### config.mk
export PLATFORM = sky130hd
export DESIGN_NAME = seq_arith_8b_sla_iter
export DESIGN_NICKNAME = d
export VERILOG_FILES = /design/src/rtl/seq_arith_8b_sla_iter.sv
export SDC_FILE = /design/constraint.sdc
export NUM_CORES = 1
export LEC_CHECK = 0
export ABC_AREA = 1
export CAP_MARGIN = 0
export CORE_MARGIN = 2
export CORE_UTILIZATION = 45
export CTS_CLUSTER_SIZE = 8
export DETAILED_ROUTE_END_ITERATION = 6
export PLACE_DENSITY = 0.78
export SETUP_SLACK_MARGIN = 0.3
export SLEW_MARGIN = 20
export SYNTH_ARGS = -nofsm -noshare
export SYNTH_HDL_FRONTEND = slang
export SYNTH_SLANG_ARGS = --single-unit
### constraint.sdc
create_clock -name clk -period 1.51 [get_ports clk]
set_clock_uncertainty 0.15 [all_clocks]
set_input_delay 0.302 -clock clk [delete_from_list [all_inputs] [get_ports clk]]
set_output_delay 0.302 -clock clk [all_outputs]
set_load 0.01 [all_outputs]
### src/rtl/seq_arith_8b_sla_iter.sv
// ----------------------------------------------------------------------------
// seq_arith_8b_sla_iter
//
// Iterative 8-bit arithmetic left shifter with signed overflow detection.
// It shifts the operand left by one bit position per clock cycle. Requests
// and results use latency-insensitive val/rdy handshakes. Only one
// transaction is in flight at a time.
//
// Ports:
//   clk          in   1  clock; all state updates on the rising edge
//   reset        in   1  asynchronous, active-high reset
//   istream_val  in   1  request valid
//   istream_rdy  out  1  block can accept a request (IDLE, not in reset)
//   in_          in   8  operand, two's-complement
//   amt          in   3  left shift amount, 0..7
//   ostream_val  out  1  result valid (DONE)
//   ostream_rdy  in   1  consumer can accept the result
//   out          out  8  low 8 bits of in_ << amt
//   ovf          out  1  in_ * 2^amt does not fit in 8-bit two's-complement
// ----------------------------------------------------------------------------
module seq_arith_8b_sla_iter (
   input  logic       clk,
   input  logic       reset,
   input  logic       istream_val,
   output logic       istream_rdy,
   input  logic [7:0] in_,
   input  logic [2:0] amt,
   output logic       ostream_val,
   input  logic       ostream_rdy,
   output logic [7:0] out,
   output logic       ovf
);

   typedef enum logic [1:0] {
      IDLE = 2'd0,
      CALC = 2'd1,
      DONE = 2'd2
   } state_t;

   state_t     state_reg;
   state_t     state_next;
   logic [2:0] count_reg;
   logic [7:0] shift_reg;
   logic       ovf_reg;
   logic       accept;
   logic       deliver;

   // The handshakes that move the FSM. A request is only taken in IDLE. A
   // result only leaves in DONE. Holding istream_rdy low during reset means
   // a producer never sees a false accept window while the block is held.
   always_comb begin
      istream_rdy = (state_reg == IDLE) && !reset;
      ostream_val = (state_reg == DONE);
      accept      = istream_val && istream_rdy;
      deliver     = ostream_val && ostream_rdy;
   end

   // State register. Reset is asynchronous, so an in-flight transaction is
   // dropped the moment reset rises, without waiting for a clock edge.
   always_ff @(posedge clk or posedge reset) begin
      if (reset) begin
         state_reg <= IDLE;
      end else begin
         state_reg <= state_next;
      end
   end

   // Next-state logic. A zero shift amount skips CALC entirely, so the
   // result is valid in the cycle right after acceptance. Otherwise CALC
   // runs exactly amt cycles. It leaves on the step where the count was 1.
   always_comb begin
      state_next = state_reg;
      case (state_reg)
         IDLE: begin
            if (accept) begin
               state_next = (amt == 3'd0) ? DONE : CALC;
            end
         end
         CALC: begin
            if (count_reg == 3'd1) begin
               state_next = DONE;
            end
         end
         DONE: begin
            if (deliver) begin
               state_next = IDLE;
            end
         end
         default: state_next = IDLE;
      endcase
   end

   // Datapath. Each CALC step first checks whether the bit about to move
   // into the sign position differs from the current sign bit. If so, the
   // value has left the representable range. That flag is sticky until the
   // next accept. Zeros always shift in from the right. The registers hold
   // their value in IDLE and DONE, so the result stays stable under
   // backpressure.
   always_ff @(posedge clk or posedge reset) begin
      if (reset) begin
         count_reg <= 3'd0;
         shift_reg <= 8'h00;
         ovf_reg   <= 1'b0;
      end else if (accept) begin
         count_reg <= amt;
         shift_reg <= in_;
         ovf_reg   <= 1'b0;
      end else if (state_reg == CALC) begin
         count_reg <= count_reg - 3'd1;
         shift_reg <= {shift_reg[6:0], 1'b0};
         ovf_reg   <= ovf_reg | (shift_reg[7] ^ shift_reg[6]);
      end
   end

   // Outputs come straight from the registers. They are only meaningful
   // while ostream_val is high.
   always_comb begin
      out = shift_reg;
      ovf = ovf_reg;
   end

endmodule

Yosys cells after proc, flatten, opt, wreduce, memory -nomap -nowiden
Index checks and enable logic that the tools add are counted.
{ "word_totals": {"word_cells": 32, "register_bits": 14, "input_bits": 15, "output_inout_bits": 11} }
{ "classes": {"bitwise_logic": 2, "eq_ne": 6, "add_sub_neg": 1, "n_mux": 11, "n_reduce_logical": 8} }
{ "ops": {"columns": ["op", "count"], "rows": [
  ["2-to-1 mux 8 bit", 2],
  ["2-to-1 mux 2 bit", 4],
  ["2-to-1 mux 3 bit", 2],
  ["case mux 2 bit (3 select lines)", 1],
  ["inequality test 2 bit (second input constant)", 2],
  ["equality test 3 x 1 -> 1 bit (second input constant)", 1],
  ["logical AND 1 bit", 3],
  ["zero test 3 bit", 1],
  ["AND reduction 3 bit", 1],
  ["subtractor 3 x 1 -> 3 bit (second input constant)", 1],
  ["equality test 2 x 1 -> 1 bit (second input constant)", 1],
  ["equality test 2 bit (second input constant)", 1],
  ["zero test 2 bit", 1],
  ["2-to-1 mux 1 bit", 2],
  ["inequality test 2 x 1 -> 1 bit (second input constant)", 1],
  ["nonzero test 2 bit", 1],
  ["zero test 1 bit", 1],
  ["OR 1 bit", 1],
  ["XOR 1 bit", 1]
]} }

Logic depth before layout (Yosys ltp)
Gate-level depths: netlist of the first run.
{ "logic_depth": {"ltp_word": 5, "depth_mapped": 8} }

Worst setup path before layout of the first run
Ideal clock, no wire load.
{ "synth_timing": {"path_kind": "input -> register", "from": "in reset", "to": "reg shift_reg[2], in the netlist out[2]", "stages": 5, "slack_ps": 99, "required_time_ps": 1241, "t_arrival_ps": 1141, "cell_sequence": "inv_1 -> nand3_4 -> buf_6 -> o21ai_2 -> nand2_1"} }
{ "synth_between": {"elab_chain_len": 4, "word_cells_on_any_way": 5, "cone_classes": "mux: 1; reduce/logical: 4"} }
{ "synth_lines": {"columns": ["item", "line_no", "rtl"], "rows": [
  ["start: declaration", "23", "input logic reset,"],
  ["zero test 1 bit (no line) *", null, null],
  ["logical AND 1 bit *", "52", "istream_rdy = (state_reg == IDLE) && !reset;"],
  ["logical AND 1 bit *", "54", "accept = istream_val && istream_rdy;"],
  ["2-to-1 mux 8 bit or nonzero test 2 bit (tied branches)", null, null],
  ["end signal: assignment", "106", "shift_reg <= in_;"],
  ["end signal: assignment", "110", "shift_reg <= {shift_reg[6:0], 1'b0};"],
  ["end: declaration", "43", "logic [7:0] shift_reg;"]
]} }
Mark *: on every way between the ends. The rest lies on a longest branch, timed or not.
A chain may end at the register's enable or synchronous reset.

Final worst setup path of the first run
{ "layout_timing": {"from": "reg state_reg[0]", "to": "out istream_rdy"} }
{ "layout_between": {"elab_chain_len": 2} }
{ "layout_lines": {"columns": ["item", "line_no", "rtl"], "rows": [
  ["start: declaration", "40", "state_t state_reg;"],
  ["start signal: assignment", "64", "state_reg <= state_next;"],
  ["zero test 2 bit", "52", null],
  ["logical AND 1 bit", "52", null],
  ["end: declaration", "25", "output logic istream_rdy,"]
]} }
Every way passes these cells.

==> impl.org, run 1 <==
** Run status
- Run status :: finished with violations
- The checks that failed: setup timing.

** Floorplanning
- Top-Level Pins :: 26
- Starting Density :: 48.1%
- In this run the vertical extent of the chip is 47.2 µm.
- Measured along the x axis, the die boundary spans 47.2 µm.
- Die Footprint :: 2230 µm²
- Row Count :: 15
- Core footprint :: 1750 µm²

** STA
- Slew HR :: 82.0%
- For the pin with the worst max-slew slack, the measured transition is 0.270 ns.
- Min Clock Period, post-route :: 1.58 ns
- Of the available clock period, the critical path in the final layout requires 105%.
- Max-slew violation total from the final report :: 0
- Setup repair after global routing could not meet its margin everywhere.
- Highest clock rate :: about 630 MHz
- The final hold violation count was 0.
- Setup violations remaining at the end of the flow were counted as 3.
- After layout, the worst setup slack is -0.0695 ns.

** Setup path
- Critical path's largest stage delay :: 0.42 ns
- CP cell instances :: inv_2 > nand2_2 > nor2_1 > buf_2
- The largest individual stage delay along the critical path comes from the cell dfrtp_1.
- Data on the critical path is required at its endpoint by 1.06 ns.
- Critical path startpoint :: state_reg[0]$_DFFE_PP0P_
- Setup CP Type :: flip-flop to output port
- The worst setup path is launched from a flip-flop.
- End point of the critical path :: istream_rdy
- Measured in cells, the most critical reg-to-reg path has a length of 6.
- Maximum fanout along the worst path :: 3
- STA classifies the critical path endpoint as an output port.
- WP data arrival :: 1.13 ns
- In this run the critical register-to-register path is captured at out[4]$_DFFE_PP0P_.
- The worst register-to-register path has a setup slack of 0 ns.
- The startpoint identified for the worst register-to-register timing path is state_reg[1]$_DFFE_PP0P_.

** Yosys
- The largest total area in the synthesized netlist belongs to dfrtp_1.
- During synthesis, Yosys emitted a total of 0 warnings.
- Counting every instance in the synthesized netlist gives roughly 110.
- The share of the Yosys chip area taken by registers is 41.7%.
- In this run the mean area of a mapped cell was 7.70 µm².
- When the netlist entered floorplanning its net count stood at 126.
- After synthesis, the netlist uses 20 different library cells.
- After synthesis the netlist holds a flip-flop and latch count of 14.
- Top cell type's share of synthesized area :: 41.7%
- The synthesized netlist occupies a cell area of 840 µm².
- Cell types occupying the most area after synthesis :: dfrtp_1, nand2_1, inv_1

** Placed design
- Placer congestion estimate :: 0.804
- The placed instances occupy a cell area of 1200 µm².
- Port buffering added 25 buffers.
- Detailed placement finished with a half-perimeter wire length of 1510 µm.

** CTS
- Clock tree synthesis selected as its root buffer the cell clkbuf_4.
- Sinks on Clock Net :: 14
- Num CTS Buffers :: 3
- Clk slew on worst S/H paths :: 0.09 ns
- CTS max path bufs :: 2
- In this run the number of H-tree levels came out at 1.
- The later pin in the worst-skew pair is clocked with a latency of 0.28 ns.
- TritonCTS clock tree :: done
- For this design, the CTS-stage hold fixing added 0 buffers.

** Routing
- Routed via count divided by cell count :: 5.36
- Number of DRC markers in iteration 0 :: 50
- For this run, design rule violations remaining after detail routing come to 0.
- First-pass iteration count of the detailed router :: 4
- Total number of vias :: 1034
- For this block, the routed nets add up to 3290 µm of wire.
- Antenna-violating nets left :: 0
- After detailed routing, the average wire length per cell comes to 17.1 µm.

** GRT
- Global routing consumed, over all layers together, 22.5% of the routing resources.
- Entering global routing, the biggest net connects 15 pins.
- Via count of the first global-routing pass :: 828
- Antenna violations before repair :: 0
- First-pass GRT wire length :: about 3500 µm
- The total overflow left after global routing is 0.

** Power and ir drop
- Power per cell area :: 2150 nW/µm²
- PnR Total Power :: 3.09 mW
- The worst-case IR drop observed on VDD is between 1000 and 1500 µV.
- Summed over all cells, the static leakage comes to 0.769 nW.

** Layout
- Number of flip-flops under the largest register name :: 8
- In the layout the commonest cells are nand2_1, buf_4, dfrtp_1.
- Cells with a size suffix above 1 make up 45.8% of the layout.
- Leading cell type in the layout, fill and taps excluded :: nand2_1
- The finished cells cover 1440 µm².
- Cells fill 82.4% of the core in the end.
- Relative to the synthesized area, the layout overhead comes to 71.2%.
- For this run, the post-layout net count is around 190.
- Fillers :: ~110
- Summing all multi-input logic gate instances after layout gives 503 µm².
- Number of antenna cells inserted :: 0
- Sequential standard cell area :: 350 µm²

** Job
- Max-cap violations in this run came to 0.

** Min path
- In this run the worst hold path is classified as input port to asynchronous set/reset pin.
-- cell usage after synthesis --
cell type,count
a21oi_1,2
dfrtp_1,14
inv_4,1
o21ai_0,3
xor2_1,2
nand2_2,3
o21bai_2,1
nor2_4,1
nand2_1,39
o21ai_1,1
nor2_1,8
nand3_4,1
inv_1,12
o21ai_2,5
or2_1,1
ha_1,2
buf_6,1
nand3_1,7
nand2_4,2
inv_2,3
-- through the flow --
stage	TNS (ns)	instances	hold slack [ns]	worst slack, ns
5_1_grt	-0.287	193	0.181	-0.143
3_3_place_gp	-2.45	170	0.342	-0.360
4_1_cts	0	184	0.141	0.0395
2_1_floorplan	0	109	-0.0179	0.196
3_5_place_dp	-2.79	170	0.350	-0.369
6_report	-0.0827	193	0.165	-0.0695
-- area by class of cell --
class	instances	share of cell area, %
Multi-Input combinational cell	80	35.0
Clock buffer	4	2.52
Timing Repair Buffer	54	30.8
Tap cell	25	2.18
Sequential cell	14	24.4
Inverter	16	5.13
-- how the worst min path moves through the flow --
stage / end / cells past startpoint / startpoint
2_1_floorplan: count_reg[0]$_DFFE_PP0P_ / 1 / reset
3_3_place_gp: out[4]$_DFFE_PP0P_ / 2 / out[4]$_DFFE_PP0P_
3_5_place_dp: out[2]$_DFFE_PP0P_ / 2 / out[2]$_DFFE_PP0P_
4_1_cts: state_reg[0]$_DFFE_PP0P_ / 3 / reset
5_1_grt: out[4]$_DFFE_PP0P_ / 3 / reset
6_report: out[4]$_DFFE_PP0P_ / 3 / reset
-- repair_timing --
action / 4_1_cts / 5_1_grt
setup endpoints to repair: 25 / 25
pin swaps: 2 / 9
cloned: 1 / 1
setup buffers: 9 / 8
gates resized for setup: 52 / 22
-- worst max-delay path: cells and delay by family (launching register included) --
kind	cells	cell delay, ns
AND/OR/NAND/NOR	2	0.18
flip-flops	1	0.42
buffers and inverters	2	0.24
-- where the power goes --
group | switching (mW) | internal (mW) | total (mW)
Clock | 0.133 | 0.147 | 0.279
Combinational | 1.14 | 0.967 | 2.11
Sequential | 0.140 | 0.563 | 0.704
Total | 1.42 | 1.68 | 3.09
-- cell families (layout without fill, tap and decap cells) --
kind of cell    count (synthesis)  in the layout  synth area share (%)
compound gates                 12             12                  10.1
xor+xnor                        2              2                  2.09
fa+ha+maj                       2              2                  2.98
buf+inv                        17             74                  8.79
flops                          14             14                  41.7
simple gates                   62             64                  34.3
-- routing by layer --
| layer | global-route usage, % | part of all wire (%) | vias up |
|---|---|---|---|
| li1 | - | - | 457 |
| met5 | 0 | 0 | - |
| met3 | 2.69 | 8.5 | 22 |
| met2 | 41.4 | 52 | 79 |
| met4 | 9.44 | 4.4 | 0 |
| met1 | 26.3 | 35 | 476 |
(Power assumes the default switching activity.)
==> inputs of run 2 (changes only) <==
--- a/config.mk
+++ b/config.mk
@@ -12,7 +12,6 @@
 export CTS_CLUSTER_SIZE = 8
 export DETAILED_ROUTE_END_ITERATION = 6
 export PLACE_DENSITY = 0.78
-export SETUP_SLACK_MARGIN = 0.3
 export SLEW_MARGIN = 20
 export SYNTH_ARGS = -nofsm -noshare
 export SYNTH_HDL_FRONTEND = slang
==> impl.org, run 2 (same netlist as run 1, synthesis figures left out) <==
** Routing
- Avg WL per Cell :: 11.0 µm (was 17.1 µm)
- The count of nets left with antenna violations after detail routing is 0 (unchanged).
- Total wire length after detailed routing :: 1930 µm (was 3290 µm)
- The remaining routing DRC violations came to 0 (unchanged).
- The number of search-and-repair iterations in the first detailed-routing pass came to 4 (unchanged).
- The number of DRC markers in iteration 0 came to 20 (was 50).
- The total via count after detailed routing came to 832 (was 1034).
- Routed via count divided by cell count :: 4.75 (was 5.36)

** Power and ir drop
- The share of total power in combinational logic was 58.5% (was 68.2%).
- The design internal power was 1.33 mW (was 1.68 mW).
- PnR Total Power :: 2.33 mW (was 3.09 mW)
- Sw frac :: 42.9% (was 45.8%)
- The share of total power in sequential cells is 29.5% (was 22.7%).
- Worst ir drop on vdd :: 1330 µV (was 1170 µV)
- Leakage power summed over all cells :: 0.673 nW (was 0.769 nW)
- Power per cell area :: 1880 nW/µm² (was 2150 nW/µm²)
- Part of the power in the clock network :: 11.9% (was 9.0%)
- Net switching component of the power :: 1.00 mW (was 1.42 mW)

** GRT
- First-pass GRT wire length :: 2940 µm (was 3500 µm)
- Via count of the first global-routing pass :: 709 (was 828)
- Maximum number of pins on one net before global-route repair :: 15 (unchanged)
- The overall fraction of global-route tracks in use came to 19.5% (was 22.5%).
- The overall overflow remaining after global route came to 0 (unchanged).
- The number of antenna violations at the first check in global routing was 0 (unchanged).

** Min path
- Worst Hold Depth :: 2
- The worst min-delay path category was flip-flop to flip-flop (was input port to asynchronous set/reset pin).

** Layout
- Leading cell type in the layout, fill and taps excluded :: nand2_1 (unchanged)
- Fillers :: 143 (was 111)
- Leading cell types in the layout, fill and taps excluded: nand2_1, dfrtp_1, clkdlybuf4s50_1 (was nand2_1, buf_4, dfrtp_1).
- The cell area after layout came to 1240 µm² (was 1440 µm²).
- Final core utilization :: 71.0% (was 82.4%)
- The number of antenna repair diodes is 0 (unchanged).
- Sequential standard cell area :: 350 µm² (unchanged)
- Layout overhead on the synthesized area :: 47.7% (was 71.2%)
- The flip-flop count of the largest register after layout is 8 (unchanged).
- The area of the multi-input gates came to 418 µm² (was 503 µm²).
- The share of final-layout standard cells stronger than drive strength 1 is 25.3% (was 45.8%).
- The net total in the final layout is 168 (was 186).

** CTS
- The CTS tree is done (unchanged).
- Clock root cell :: clkbuf_4 (unchanged)
- Num CTS Buffers :: 3 (unchanged)
- The number of levels in the clock H-tree was 1 (unchanged).
- The clock latency of the later-clocked register in the worst-skew pair came to 0.29 ns (was 0.28 ns).
- The maximum buffer depth of the clock tree is 2 (unchanged).
- Clk slew on worst S/H paths :: 0.09 ns (about the same)
- The cts-stage hold buffer count was 0 (unchanged).
- The clock net sink count came to 14 (unchanged).

** Floorplanning
- The initial core utilization is 48.1% (unchanged).
- The number of placed I/O pins was 26 (unchanged).
- Core footprint :: 1750 µm² (unchanged)
- Die W :: 47.2 µm (unchanged)
- The number of placement rows came to 15 (unchanged).
- Height of the die :: 47.2 µm (unchanged)
- The area of the die was 2230 µm² (unchanged).

** STA
- The worst setup margin is -0.00986 ns (was -0.0695 ns).
- The final hold violation count came to 0 (unchanged).
- The relative slew slack was 81.9% (was 82.0%).
- The number of pins exceeding their max-slew limit in the final report came to 0 (unchanged).
- The final worst-path cycle share is 101% (was 105%).
- The shortest period the worst path allows was 1.52 ns (was 1.58 ns).
- The maximum clock frequency was 658 MHz (was 633 MHz).
- The final setup violation count is 1 (was 3).
- Setup repair after global routing missed its margin :: true (unchanged)
- The minimum hold slack came to 0.361 ns (was 0.165 ns).
- Actual slew at the worst max-slew pin :: 0.269 ns (was 0.270 ns)

** Setup path
- Startpoint type of the worst setup path :: flip-flop (unchanged)
- Setup CP Type :: flip-flop to output port (unchanged)
- The worst-case reg-to-reg path depth was 6 (unchanged).
- Maximum fanout along the worst path :: 3 (unchanged)
- Setup slack of the most critical reg-to-reg path :: 0.08 ns (was 0 ns)
- Data required time at the worst endpoint :: 1.06 ns (about the same)
- Kind of end point of the critical path :: output port (unchanged)
- The arrival time of the worst setup path is 1.07 ns (was 1.13 ns).

** Placed design
- Placer congestion estimate :: 0.790 (was 0.804)
- Worst-case setup slack after placement :: -0.313 ns (was -0.369 ns)
- Cell area reported after detailed placement :: 1200 µm² (about the same)
- The sum of net half-perimeters after detailed placement came to 1450 µm (was 1510 µm).
- The count of port buffers added during placement was 25 (unchanged).

** Run status
- Violated checks: setup timing (unchanged).
- Run status :: finished with violations (unchanged)

** Job
- Number of maximum-capacitance violations :: 0 (unchanged)
run 2: cell types whose count changed in the layout (fill, tap and decap cells not counted), moves of 3 or more:
cell	delta
dlygate4sd2_1	+7
nand3_2	-6
buf_4	-10
nand3_1	+6
nor2_1	+3
buf_2	-8
buf_6	-8
run 2: area by class of cell:
class / count / share of cell area (%)
inverters: 16 / 5.25
multi-input cells: 78 / 33.7
clock buffers: 4 / 2.93
repair buffers: 38 / 27.3
flip-flops and latches: 14 / 28.3
well taps: 25 / 2.52
run 2: what timing repair did:
action,in CTS,in global routing
buffers inserted,1,1
gates resized for setup,18,2
pin swaps,0,3
setup endpoints to repair,11,2
run 2: worst paths after layout:
path                                            end                      from
min in group asynchronous        out[1]$_DFFE_PP0P_                     reset
max                                     istream_rdy  state_reg[1]$_DFFE_PP0P_
max reg2reg                      out[6]$_DFFE_PP0P_  state_reg[1]$_DFFE_PP0P_
min reg2reg                      out[5]$_DFFE_PP0P_        out[5]$_DFFE_PP0P_
min                              out[5]$_DFFE_PP0P_        out[5]$_DFFE_PP0P_
max in group asynchronous  state_reg[0]$_DFFE_PP0P_                     reset
run 2: critical path: stages, from the launching register on:
cell and delay (ns):
dfrtp_1 0.43, inv_2 0.08, nand2_2 0.05, nor2_1 0.09, buf_2 0.13
run 2: through the flow:
step,cells,TNS (ns)
after floorplan,109,0
after global placement,169,-2.02
after detailed placement,169,-2.24
after CTS,174,-0.00542
after global routing,175,-0.0453
final,175,-0.00986
run 2: power by group through the flow:
stage,logic (mW),registers [mW],clock network (mW)
floorplan,0.749,0.770,0
global placement,1.36,0.695,0
detailed placement,1.40,0.707,0
CTS,1.34,0.689,0.282
global route,1.52,0.709,0.298
finish,1.36,0.689,0.278
run 2: metal layers:
| metal | global-route usage [%] | wire, µm | part of all wire (%) | vias to the layer above |
|---|---|---|---|---|
| li1 | - | - | - | 420 |
| met1 | 24.0 | 843 | 44 | 386 |
| met2 | 31.8 | 971 | 50 | 21 |
| met3 | 3.46 | 64 | 3.3 | 5 |
| met4 | 11.7 | 45 | 2.3 | 0 |
| met5 | 0 | 0 | 0 | - |
==> inputs of run 3 (changes only) <==
--- a/config.mk
+++ b/config.mk
@@ -7,11 +7,10 @@
 export LEC_CHECK = 0
 export ABC_AREA = 1
 export CAP_MARGIN = 0
-export CORE_MARGIN = 2
 export CORE_UTILIZATION = 45
 export CTS_CLUSTER_SIZE = 8
 export DETAILED_ROUTE_END_ITERATION = 6
-export PLACE_DENSITY = 0.78
+export PLACE_DENSITY_LB_ADDON = 0.12
 export SLEW_MARGIN = 20
 export SYNTH_ARGS = -nofsm -noshare
 export SYNTH_HDL_FRONTEND = slang
==> impl.org, run 3 (same netlist as run 1, synthesis figures left out) <==
** Min path
- Worst min-delay path class :: flip-flop to flip-flop (unchanged)

** Routing
- Total wire length after detailed routing :: 1880 µm (was 1930 µm)
- First-pass iteration count of the detailed router :: 4 (unchanged)
- Avg WL per Cell :: 10.7 µm (was 11.0 µm)
- The number of DRC markers in iteration 0 was 17 (was 20).
- The count of nets left with antenna violations after detail routing is 0 (unchanged).
- The total via count after detailed routing is 828 (was 832).
- The met2 layer wire length in the routed design came to 953 µm (was 971 µm).
- Uppermost layer routed :: met4 (unchanged)
- The total met3 wirelength after detailed routing was 71 µm (was 64 µm).
- The remaining routing DRC violations was 0 (unchanged).
- The wire length on met1 is 834 µm (was 843 µm).
- Routed via count divided by cell count :: 4.70 (was 4.75)

** Layout
- Leading cell types in the layout, fill and taps excluded: nand2_1, dfrtp_1, clkdlybuf4s50_1 (unchanged).
- Leading cell type in the layout, fill and taps excluded :: nand2_1 (unchanged)
- The share of final-layout standard cells stronger than drive strength 1 came to 25.8% (was 25.3%).
- Number of flip-flops under the largest register name :: 8 (unchanged)
- The area added between synthesis and finish came to 48.3% (was 47.7%).
- Number of nets in the layout :: 169 (was 168)
- The fraction of the core area covered by cells at the end of the flow is 71.3% (was 71.0%).
- The number of antenna repair diodes came to 0 (unchanged).

** CTS
- Sinks on Clock Net :: 14 (unchanged)
- The number of buffers inserted during clock tree synthesis came to 3 (unchanged).
- The clock latency of the later-clocked register in the worst-skew pair came to 0.28 ns (was 0.29 ns).
- CTS max path bufs :: 2 (unchanged)
- The CTS clock-pin slew for the worst setup and hold paths was 0.09 ns (about the same).
- H-tree level count :: 1 (unchanged)
- The cts-stage hold buffer count is 0 (unchanged).
- TritonCTS clock tree :: done (unchanged)
- The root buffer cell is clkbuf_4 (unchanged).

** Power and ir drop
- Sw frac :: 42.3% (was 42.9%)
- Leakage power summed over all cells :: 0.679 nW (was 0.673 nW)
- The clock network fraction of design power is 11.6% (was 11.9%).
- The worst-case vdd ir drop is 1210 µV (was 1330 µV).
- The cell area power density is 1920 nW/µm² (was 1880 nW/µm²).
- The share of total power in sequential cells is 28.6% (was 29.5%).
- Internal power :: 1.38 mW (was 1.33 mW)
- The share of total power in combinational logic was 59.9% (was 58.5%).
- Net switching component of the power :: 1.01 mW (was 1.00 mW)

** STA
- The maximum clock frequency is 676 MHz (was 658 MHz).
- Setup repair after global routing missed its margin: true (unchanged).
- The final setup violation count was 0 (was 1).
- The final hold violation count came to 0 (unchanged).
- Slew HR :: 87.5% (was 81.9%)
- Setup slack after layout :: 0.0310 ns (was -0.00986 ns)
- The number of pins exceeding their max-slew limit in the final report is 0 (unchanged).
- Fin Hold WS :: 0.362 ns (was 0.361 ns)
- The shortest period the worst path allows is 1.48 ns (was 1.52 ns).
- The final worst-path cycle share came to 97.9% (was 101%).
- Actual slew at the worst max-slew pin :: 0.188 ns (was 0.269 ns)

** Floorplanning
- Top-Level Pins :: 26 (unchanged)
- Starting Density :: 48.1% (unchanged)
- The number of placement rows was 15 (unchanged).
- The core area came to 1750 µm² (unchanged).
- The die height was 45.2 µm (was 47.2 µm).
- The area of the die came to 2040 µm² (was 2230 µm²).
- The die width came to 45.2 µm (was 47.2 µm).

** Setup path
- The arrival time of the worst setup path was 1.03 ns (was 1.07 ns).
- Library cell contributing the largest single delay on the critical path :: dfrtp_1 (unchanged)
- The capturing element type of the critical path is an output port (unchanged).
- Maximum fanout along the worst path :: 3 (unchanged)
- The startpoint type of the worst setup path is a flip-flop (unchanged).
- Data required time at the worst endpoint :: 1.06 ns (about the same)
- Critical path's largest stage delay :: 0.40 ns (was 0.43 ns)
- CP cell instances: inv_2 > nand2_2 > nor2_1 > buf_2 (unchanged).
- Setup CP Type :: flip-flop to output port (unchanged)

** GRT
- Residual overflow from global routing :: 0 (unchanged)
- The wire length of the first global-routing pass came to 3190 µm (was 2940 µm).
- The largest net degree at the start of global routing was 15 (unchanged).
- The number of global-route vias before repair is 787 (was 709).
- GRT Util Overall :: 22.3% (was 19.5%)
- The number of antenna violations at the first check in global routing came to 0 (unchanged).

** Placed design
- The count of port buffers added during placement came to 25 (unchanged).
- Placer congestion estimate :: 0.823 (was 0.790)
- Worst-case setup slack after placement :: -0.329 ns (was -0.313 ns)
- The sum of net half-perimeters after detailed placement was 1370 µm (was 1450 µm).

** Run status
- Run status: complete, no violations (was finished with violations).

** Job
- Number of maximum-capacitance violations :: 0 (unchanged)
-- run 3: power groups by stage --
stage	logic [mW]	clock network, mW	registers, mW
finish	1.43	0.276	0.684
CTS	1.40	0.281	0.685
floorplan	0.749	0	0.770
global placement	1.40	0	0.696
global route	1.59	0.302	0.709
detailed placement	1.43	0	0.701
-- run 3: timing repair --
item	4_1_cts	5_1_grt
resized for setup	18	1
buffers inserted	2	1
setup endpoints to repair	11	2
-- run 3: per-stage QoR --
| stage | power (mW) | cells | cell area, µm² | setup TNS [ns] |
|---|---|---|---|---|
| detailed placement | 2.14 | 169 | 1200 | -2.57 |
| floorplan | 1.52 | 109 | 840 | 0 |
| CTS | 2.37 | 175 | 1230 | 0 |
| global route | 2.60 | 176 | 1240 | -0.0616 |
| global placement | 2.09 | 169 | 1200 | -1.99 |
| finish | 2.39 | 176 | 1240 | 0 |
-- run 3: area by class of cell --
type	instances	area, µm²
Fill cell	149	500
Multi-Input combinational cell	78	418
Sequential cell	14	350
Timing Repair Buffer	39	347
Inverter	16	62.6
Clock buffer	4	36.3
Tap cell	25	31.3
-- run 3: layer usage --
| layer | global-route usage (%) | up-vias |
|---|---|---|
| met2 | 36.2 | 16 |
| met1 | 27.7 | 392 |
| met3 | 6.00 | 3 |
| met4 | 9.70 | 0 |
| met5 | 0 | - |
| li1 | - | 417 |
-- run 3: worst paths after layout --
path,from,cells past startpoint,slack (ns),end
max reg2reg,state_reg[1]$_DFFE_PP0P_,6,0.12,out[5]$_DFFE_PP0P_
max in group asynchronous,reset,4,0.64,count_reg[1]$_DFFE_PP0P_
min reg2reg,out[1]$_DFFE_PP0P_,2,0.36,out[1]$_DFFE_PP0P_
max,state_reg[0]$_DFFE_PP0P_,4,0.03,istream_rdy
min in group asynchronous,reset,4,0.40,state_reg[0]$_DFFE_PP0P_
min,out[1]$_DFFE_PP0P_,2,0.36,out[1]$_DFFE_PP0P_
-- run 3: critical path: cells and delay by family, from the launching register on --
| family | cells | cell delay [ns] |
|---|---|---|
| buffers and inverters | 2 | 0.21 |
| DFF | 1 | 0.40 |
| and+or+nand+nor | 2 | 0.13 |
